`config.mk`:
```
export PLATFORM = sky130hd
export DESIGN_NAME = input_debouncer
export DESIGN_NICKNAME = d
export VERILOG_FILES = /design/src/rtl/input_debouncer_pkg.sv /design/src/rtl/input_debouncer_channel.sv /design/src/rtl/input_debouncer.sv
export SDC_FILE = /design/constraint.sdc
export NUM_CORES = 1
export LEC_CHECK = 0
export ABC_CLOCK_PERIOD_IN_PS = 1600
export CORE_UTILIZATION = 45
export DETAILED_ROUTE_END_ITERATION = 8
export PLACE_DENSITY = 0.68
export REMOVE_ABC_BUFFERS = 1
export SLEW_MARGIN = 10
export SYNTH_ARGS = -nofsm -noshare
export SYNTH_HDL_FRONTEND = slang
export SYNTH_SLANG_ARGS = --single-unit
```
`constraint.sdc`:
```
create_clock -name clk -period 1.6 [get_ports clk]
set_input_delay 0.48 -clock clk [delete_from_list [all_inputs] [get_ports clk]]
set_output_delay 0.48 -clock clk [all_outputs]
set_load 0.005 [all_outputs]
```
`src/rtl/input_debouncer_pkg.sv`:
```
// Shared types and constants for the two-channel switch debouncer.
package input_debouncer_pkg;

    typedef enum logic {
        DB_STABLE  = 1'b0,
        DB_PENDING = 1'b1
    } db_state_e;

    localparam int STABLE_CYCLES_DEFAULT = 4;

endpackage

```
`src/rtl/input_debouncer_channel.sv`:
```
// One debounced switch channel: two-flop synchronizer, stability counter,
// two-state FSM and registered rise/fall pulses.
module debounce_channel
    import input_debouncer_pkg::*;
#(
    parameter int STABLE_CYCLES = STABLE_CYCLES_DEFAULT
) (
    input  logic clk,
    input  logic rst_n,
    input  logic raw,
    output logic level,
    output logic rise,
    output logic fall
);

    localparam int CW = $clog2(STABLE_CYCLES + 1);
    localparam logic [CW-1:0] CNT_LAST = CW'(STABLE_CYCLES - 1);

    logic          sync1;
    logic          sync2;
    db_state_e     st;
    db_state_e     st_nxt;
    logic [CW-1:0] cnt;
    logic [CW-1:0] cnt_nxt;
    logic          level_nxt;
    logic          rise_nxt;
    logic          fall_nxt;

    always_ff @(posedge clk or negedge rst_n) begin
        if (!rst_n) begin
            sync1 <= 1'b0;
            sync2 <= 1'b0;
        end else begin
            sync1 <= raw;
            sync2 <= sync1;
        end
    end

    always_ff @(posedge clk or negedge rst_n) begin
        if (!rst_n) begin
            st    <= DB_STABLE;
            cnt   <= '0;
            level <= 1'b0;
            rise  <= 1'b0;
            fall  <= 1'b0;
        end else begin
            st    <= st_nxt;
            cnt   <= cnt_nxt;
            level <= level_nxt;
            rise  <= rise_nxt;
            fall  <= fall_nxt;
        end
    end

    // In STABLE the counter is zero, so CNT_LAST==0 flips on the first mismatch.
    always_comb begin
        st_nxt    = DB_STABLE;
        cnt_nxt   = '0;
        level_nxt = level;
        rise_nxt  = 1'b0;
        fall_nxt  = 1'b0;
        if (sync2 != level) begin
            if (cnt == CNT_LAST) begin
                level_nxt = sync2;
                rise_nxt  = sync2;
                fall_nxt  = ~sync2;
            end else begin
                st_nxt  = DB_PENDING;
                cnt_nxt = (st == DB_PENDING) ? cnt + CW'(1) : CW'(1);
            end
        end
    end

endmodule

```
`src/rtl/input_debouncer.sv`:
```
// Two independent debounce channels producing clean gate operands a and b.
module input_debouncer
    import input_debouncer_pkg::*;
#(
    parameter int STABLE_CYCLES = STABLE_CYCLES_DEFAULT
) (
    input  logic clk,
    input  logic rst_n,
    input  logic sw_a_raw,
    input  logic sw_b_raw,
    output logic a,
    output logic b,
    output logic a_rise,
    output logic a_fall,
    output logic b_rise,
    output logic b_fall
);

    debounce_channel #(.STABLE_CYCLES(STABLE_CYCLES)) u_chan_a (
        .clk   (clk),
        .rst_n (rst_n),
        .raw   (sw_a_raw),
        .level (a),
        .rise  (a_rise),
        .fall  (a_fall)
    );

    debounce_channel #(.STABLE_CYCLES(STABLE_CYCLES)) u_chan_b (
        .clk   (clk),
        .rst_n (rst_n),
        .raw   (sw_b_raw),
        .level (b),
        .rise  (b_rise),
        .fall  (b_fall)
    );

endmodule

```
==> qor.csv, run 1 <==
metric,value,unit
setup violators final,0,
Top Family by Delay on Critical Path,flip-flops,
clk slew on worst S/H paths,0.09,ns
GRT overflow,0,
Required @ worst endpoint,1.12,ns
switching share of power,0.289,
most frequent cell after synthesis,dfrtp_1,
startpoint types,flip-flop,
Max-slew headroom,0.723,
Wirelength per Cell,14.3,um
Pins Over Slew Limit,0,
post-synthesis sequential area ratio,0.659,
core footprint,1350,sq um
clk buf depth,2,
YS warnings,0,
design area,855,sq um
Critical Path Slowest Stage Cell,dfrtp_1,
final net count,71,
worst-path maximum fanout,2,
top_reg_cell synth,dfrtp_1,
Skew-Pair Late Insertion Delay,0.28,ns
critical path arrival,0.95,ns
WS Path Type,reg2out,
area delta synth->final,25.1,%
CP Capture Type,primary output,
Peak Freq,701,MHz
Post-synth EDFFs,0,
distinct cell type count after synthesis,11,
initial antenna violation count,0,
max cap viols,0,
Root Driver,clkbuf_4,
largest net degree at the start of global routing,19,
Final WS setup,0.173,ns
PwrDens,1500,nW/um^2
logic gate share of total power,0.300,
Antenna Violating Nets Remaining,0,
H-tree Lvls,1,
Tot GR Track Use,0.172,
Worst VDD drop,0.000809,V
"Hold Vio Cnt, Final",0,
most frequent cells after synthesis,"dfrtp_1 (18), ha_1 (6), and3b_2 (4)",
DR DRC count,0,
Tot Pwr,1.28,mW
DP Worst Slack,0.191,ns
die span in x,41.0,um
Leak,0.464,nW
number of buffers created by CTS,3,
cell internal pwr,0.910,mW
Post-Syn Area,683,sq um
Initial DRC Count,3,
layout cells sized above 1,0.250,
delay of the slowest cell on the worst path,0.40,ns
first-pass GRT wire length,1.77,mm
routability cong.,0.671,
"Cell Chain, Critical Path",dlygate4sd2_1,
Yosys top cell area share,0.659,
HPWL after DPL,842,um
worst hold path type,reg2reg,
DRT Pass-1 Iters,4,
period utilization,0.892,
Post-Route WL,1.07,mm
Clock Skews,0.00146,ns
Synth area leader,dfrtp_1,
final sum of negative setup slack,0,ns
status,completed,
via density per instance,4.92,
Cells after Synth,44,
Switch Pwr,0.370,mW
Buf/Inv on CP,1,
Die ar.,1680,sq um
RSZ-0062 raised after global routing,no,
Synth area leaders,"dfrtp_1 (66%), ha_1 (11%), and3b_2 (5.9%)",
Die Height,41.0,um
worst slew pin tran,0.413,ns
Clk pwr share,0.206,
asr flop ratio synth,1.00,
fin crit period,1.43,ns
number of port buffers,9,
vias in the first global route,392,
"Cell Area, Placed",800,sq um
routed vias,369,
Initial Util,0.506,
Flop pwr share,0.494,
#FFs+latches synth,18,
# clock sinks,18,
Syn Area/Cell,15.5,sq um
IO Pins,10,
TritonCTS clock tree,done,
largest registers,"u_chan_a.cnt x3, u_chan_b.cnt x3",
num rows,13,
diodes inserted,0,
placed cells by master, fill, tap and decap left out:
cell type and count:
a211oi_1 2, and3b_2 4, buf_4 3, clkbuf_4 3
clkbuf_8 1, clkdlybuf4s50_1 3, dfrtp_1 18, dlygate4sd2_1 3
dlymetal6s2s_1 3, ha_1 6, inv_1 2, mux2_2 2
nand2_1 2, nor2_1 2, nor3_1 2, nor4b_2 2
xnor2_1 2
final timing paths:
path / slack (ns) / from / depth (start not counted) / to
worst min register to register: 0.37 / u_chan_b.sync1$_DFF_PN0_ / 0 / u_chan_b.sync2$_DFF_PN0_
min in group asynchronous: 0.52 / rst_n / 2 / u_chan_b.cnt[0]$_DFF_PN0_
worst max-delay path: 0.17 / u_chan_b.level$_DFFE_PN0P_ / 1 / b
worst min-delay path: 0.37 / u_chan_b.sync1$_DFF_PN0_ / 0 / u_chan_b.sync2$_DFF_PN0_
max in group asynchronous: 0.90 / rst_n / 2 / u_chan_a.st$_DFF_PN0_
worst max register to register: 0.26 / u_chan_b.cnt[0]$_DFF_PN0_ / 3 / u_chan_b.level$_DFFE_PN0P_
power by group through the flow:
stage / Clock, mW / Combinational [mW] / Sequential, mW
5_1_grt: 0.298 / 0.429 / 0.647
3_3_place_gp: 0 / 0.321 / 0.643
4_1_cts: 0.274 / 0.391 / 0.631
6_report: 0.263 / 0.385 / 0.632
2_1_floorplan: 0 / 0.216 / 0.642
3_5_place_dp: 0 / 0.354 / 0.662
cell type report:
class	count	area, sq um
inverter	2	7.51
clock buffer	4	36.3
sequential	18	450
multi-input combinational	24	225
timing repair buffer	12	116
fill	99	495
tap	15	18.8
timing repair:
item | in CTS | in global routing
gates resized for setup | 3 | 3
pin swaps | 0 | 0
hold buffers | 0 | 0
endpoints found under the setup margin | 3 | 3
setup buffers | 2 | 0
cell families after synthesis:
group | Yosys count | share of synthesized area
DFF | 18 | 0.659
and+or+nand+nor | 12 | 0.139
adders and majority gates | 6 | 0.110
AOI/OAI and AO/OA | 2 | 0.0220
xor gates and xnor gates | 2 | 0.0256
buffers and inverters | 2 | 0.0110
muxes | 2 | 0.0330
routing by layer:
| metal | vias up | wire length, um | share of wire | global-route usage |
|---|---|---|---|---|
| met3 | 0 | 34 | 0.032 | 0.0489 |
| met5 | - | 0 | 0 | 0 |
| met4 | 0 | 0 | 0 | 0.0750 |
| met1 | 179 | 448 | 0.42 | 0.216 |
| met2 | 6 | 590 | 0.55 | 0.273 |
| li1 | 184 | - | - | - |
stage by stage:
step / instances / util / hold WS, ns
global placement: 69 / 0.592 / 0.341
CTS: 75 / 0.627 / 0.372
detailed placement: 69 / 0.592 / 0.350
floorplan: 44 / - / 0.184
finish: 75 / 0.633 / 0.370
global route: 75 / 0.633 / 0.392
(Power assumes the default switching activity.)
==> run 2, diff against run 1 <==
ABC_CLOCK_PERIOD_IN_PS = unset   (was 1600)
CAP_MARGIN = 20   (was unset)
==> results of run 2 <==
The final DEF is identical to that of run 1; final timing and power are the same.
==> run 3, diff against run 2 <==
GPL_TIMING_DRIVEN = 0   (was unset)
==> qor.csv, run 3 (synthesis results as in run 1) <==
metric,value,unit,change
HP Start,u_chan_b.sync1$_DFF_PN0_,,
H-tree Lvls,1,,unchanged
Wirelength per Cell,13.6,um,-5.1%
num rows,13,,unchanged
RR Endpoint,u_chan_b.level$_DFFE_PN0P_,,
Max-slew headroom,0.491,,-0.232
layout cells sized above 1,0.224,,-0.0259
placed cells,68,,-1.4%
Post-Route WL,992,um,-7.6%
initial antenna violation count,0,,unchanged
Skew-Pair Late Insertion Delay,0.29,ns,about the same
Crit. path cell count,1,,unchanged
RSZ-0062 raised after global routing,no,,
worst slew pin tran,0.761,ns,+0.349 ns
Pins Over Slew Limit,0,,unchanged
setup violators final,0,,unchanged
WS Path Type,reg2out,,
DR DRC count,0,,unchanged
largest registers,"u_chan_a.cnt x3, u_chan_b.cnt x3",,
Hold Path Sink,u_chan_b.sync2$_DFF_PN0_,,
routed vias,391,,+6.0%
Initial Util,0.506,,unchanged
CP Capture Type,primary output,,
# clock sinks,18,,unchanged
PwrDens,1460,nW/um^2,-2.4%
period utilization,0.882,,-0.00981
clk slew on worst S/H paths,0.08,ns,about the same
first-pass GRT wire length,1.57,mm,-11%
worst-path maximum fanout,2,,unchanged
"Hold-fix buffers, CTS",0,,unchanged
R2R Setup Slk,0.30,ns,+0.04 ns
largest net degree at the start of global routing,19,,unchanged
most frequent cells in the layout,"dfrtp_1 (18), ha_1 (6), and3b_2 (4), dlymetal6s2s_1 (4)",,
DRT Pass-1 Iters,5,,+1
Antenna Violating Nets Remaining,0,,unchanged
status,completed,,
routability cong.,0.666,,-0.73%
number of buffers created by CTS,3,,unchanged
max cap viols,0,,unchanged
Die ar.,1680,sq um,unchanged
"Hold Vio Cnt, Final",0,,unchanged
Critical Path Slowest Stage Cell,dfrtp_1,,
"most common cell after layout, fill and taps aside",dfrtp_1,,
fin cells,73,,-2.7%
hold depth,0,,unchanged
worst reg2reg path depth,3,,unchanged
startpoint types,flip-flop,,
Initial DRC Count,4,,+1
final sum of negative setup slack,0,ns,unchanged
Worst VDD drop,0.000902,V,+12%
GRT overflow,0,,unchanged
Clock Skews,0.00461,ns,+0.00315 ns
Leak,0.466,nW,+0.38%
die span in x,41.0,um,unchanged
diodes inserted,0,,unchanged
Tot GR Track Use,0.158,,-0.0141
"Cell Chain, Critical Path",dlygate4sd2_1,,
clk buf depth,2,,unchanged
TritonCTS clock tree,done,,
HPWL after DPL,753,um,-11%
Peak Freq,708,MHz,+1.1%
final net count,70,,-1.4%
fin crit period,1.41,ns,-0.0157 ns
area delta synth->final,22.5,%,
worst hold path type,reg2reg,,
reg2reg start,u_chan_b.cnt[0]$_DFF_PN0_,,
via density per instance,5.36,,+8.9%
critical path arrival,0.93,ns,-0.02 ns
Die Height,41.0,um,unchanged
number of port buffers,9,,unchanged
vias in the first global route,365,,-6.9%
delay of the slowest cell on the worst path,0.38,ns,-0.02 ns
Tot Pwr,1.22,mW,-4.4%
IO Pins,10,,unchanged
Required @ worst endpoint,1.12,ns,about the same
Top Family by Delay on Critical Path,flip-flops,,
core footprint,1350,sq um,unchanged
Root Driver,clkbuf_4,,
Buf/Inv on CP,1,,unchanged
==> run 3: stage by stage <==
step | area [sq um] | hold slack [ns] | utilization | worst slack (ns)
floorplan | 683 | 0.184 | - | 0.412
global placement | 792 | 0.340 | 0.587 | 0.195
detailed placement | 792 | 0.341 | 0.587 | 0.113
CTS | 827 | 0.363 | 0.613 | 0.000603
global route | 837 | 0.368 | 0.620 | 0.148
finish | 837 | 0.360 | 0.620 | 0.188
==> run 3: repair_timing <==
| action | 4_1_cts | 5_1_grt |
|---|---|---|
| buffers inserted | 2 | 0 |
| endpoints found under the setup margin | 2 | 4 |
| cloned | 0 | 0 |
| gates resized for setup | 2 | 4 |
==> run 3: how the worst max path moves through the flow <==
stage                               start                         end  slack [ns]
6_report       u_chan_b.level$_DFFE_PN0P_                           b        0.19
5_1_grt        u_chan_b.level$_DFFE_PN0P_                           b        0.15
4_1_cts           u_chan_a.fall$_DFF_PN0_                      a_fall      0.0006
3_5_place_dp                        rst_n    u_chan_b.sync2$_DFF_PN0_        0.11
3_3_place_gp                        rst_n    u_chan_b.sync1$_DFF_PN0_        0.20
2_1_floorplan   u_chan_a.cnt[0]$_DFF_PN0_  u_chan_a.level$_DFFE_PN0P_        0.41
==> run 3: layout make-up <==
type                       count  area [sq um]
fill                         101           513
sequential                    18           450
tap                           15          18.8
multi-input combinational     24           225
timing repair buffer          11           113
clock buffer                   3          22.5
inverter                       2          7.51
==> run 3: per-layer routing <==
metal  up-vias  GRT usage  wire length (um)
met5         -          0                 0
met2        13      0.234               470
met3         4     0.0815                68
li1        184          -                 -
met1       190      0.186               434
met4         0     0.0750                19
==> run 3: power by group <==
group / internal, mW / total, mW / switching, mW
Clock: 0.0876 / 0.212 / 0.124
Combinational: 0.203 / 0.384 / 0.180
Sequential: 0.569 / 0.628 / 0.0590
Total: 0.860 / 1.22 / 0.363
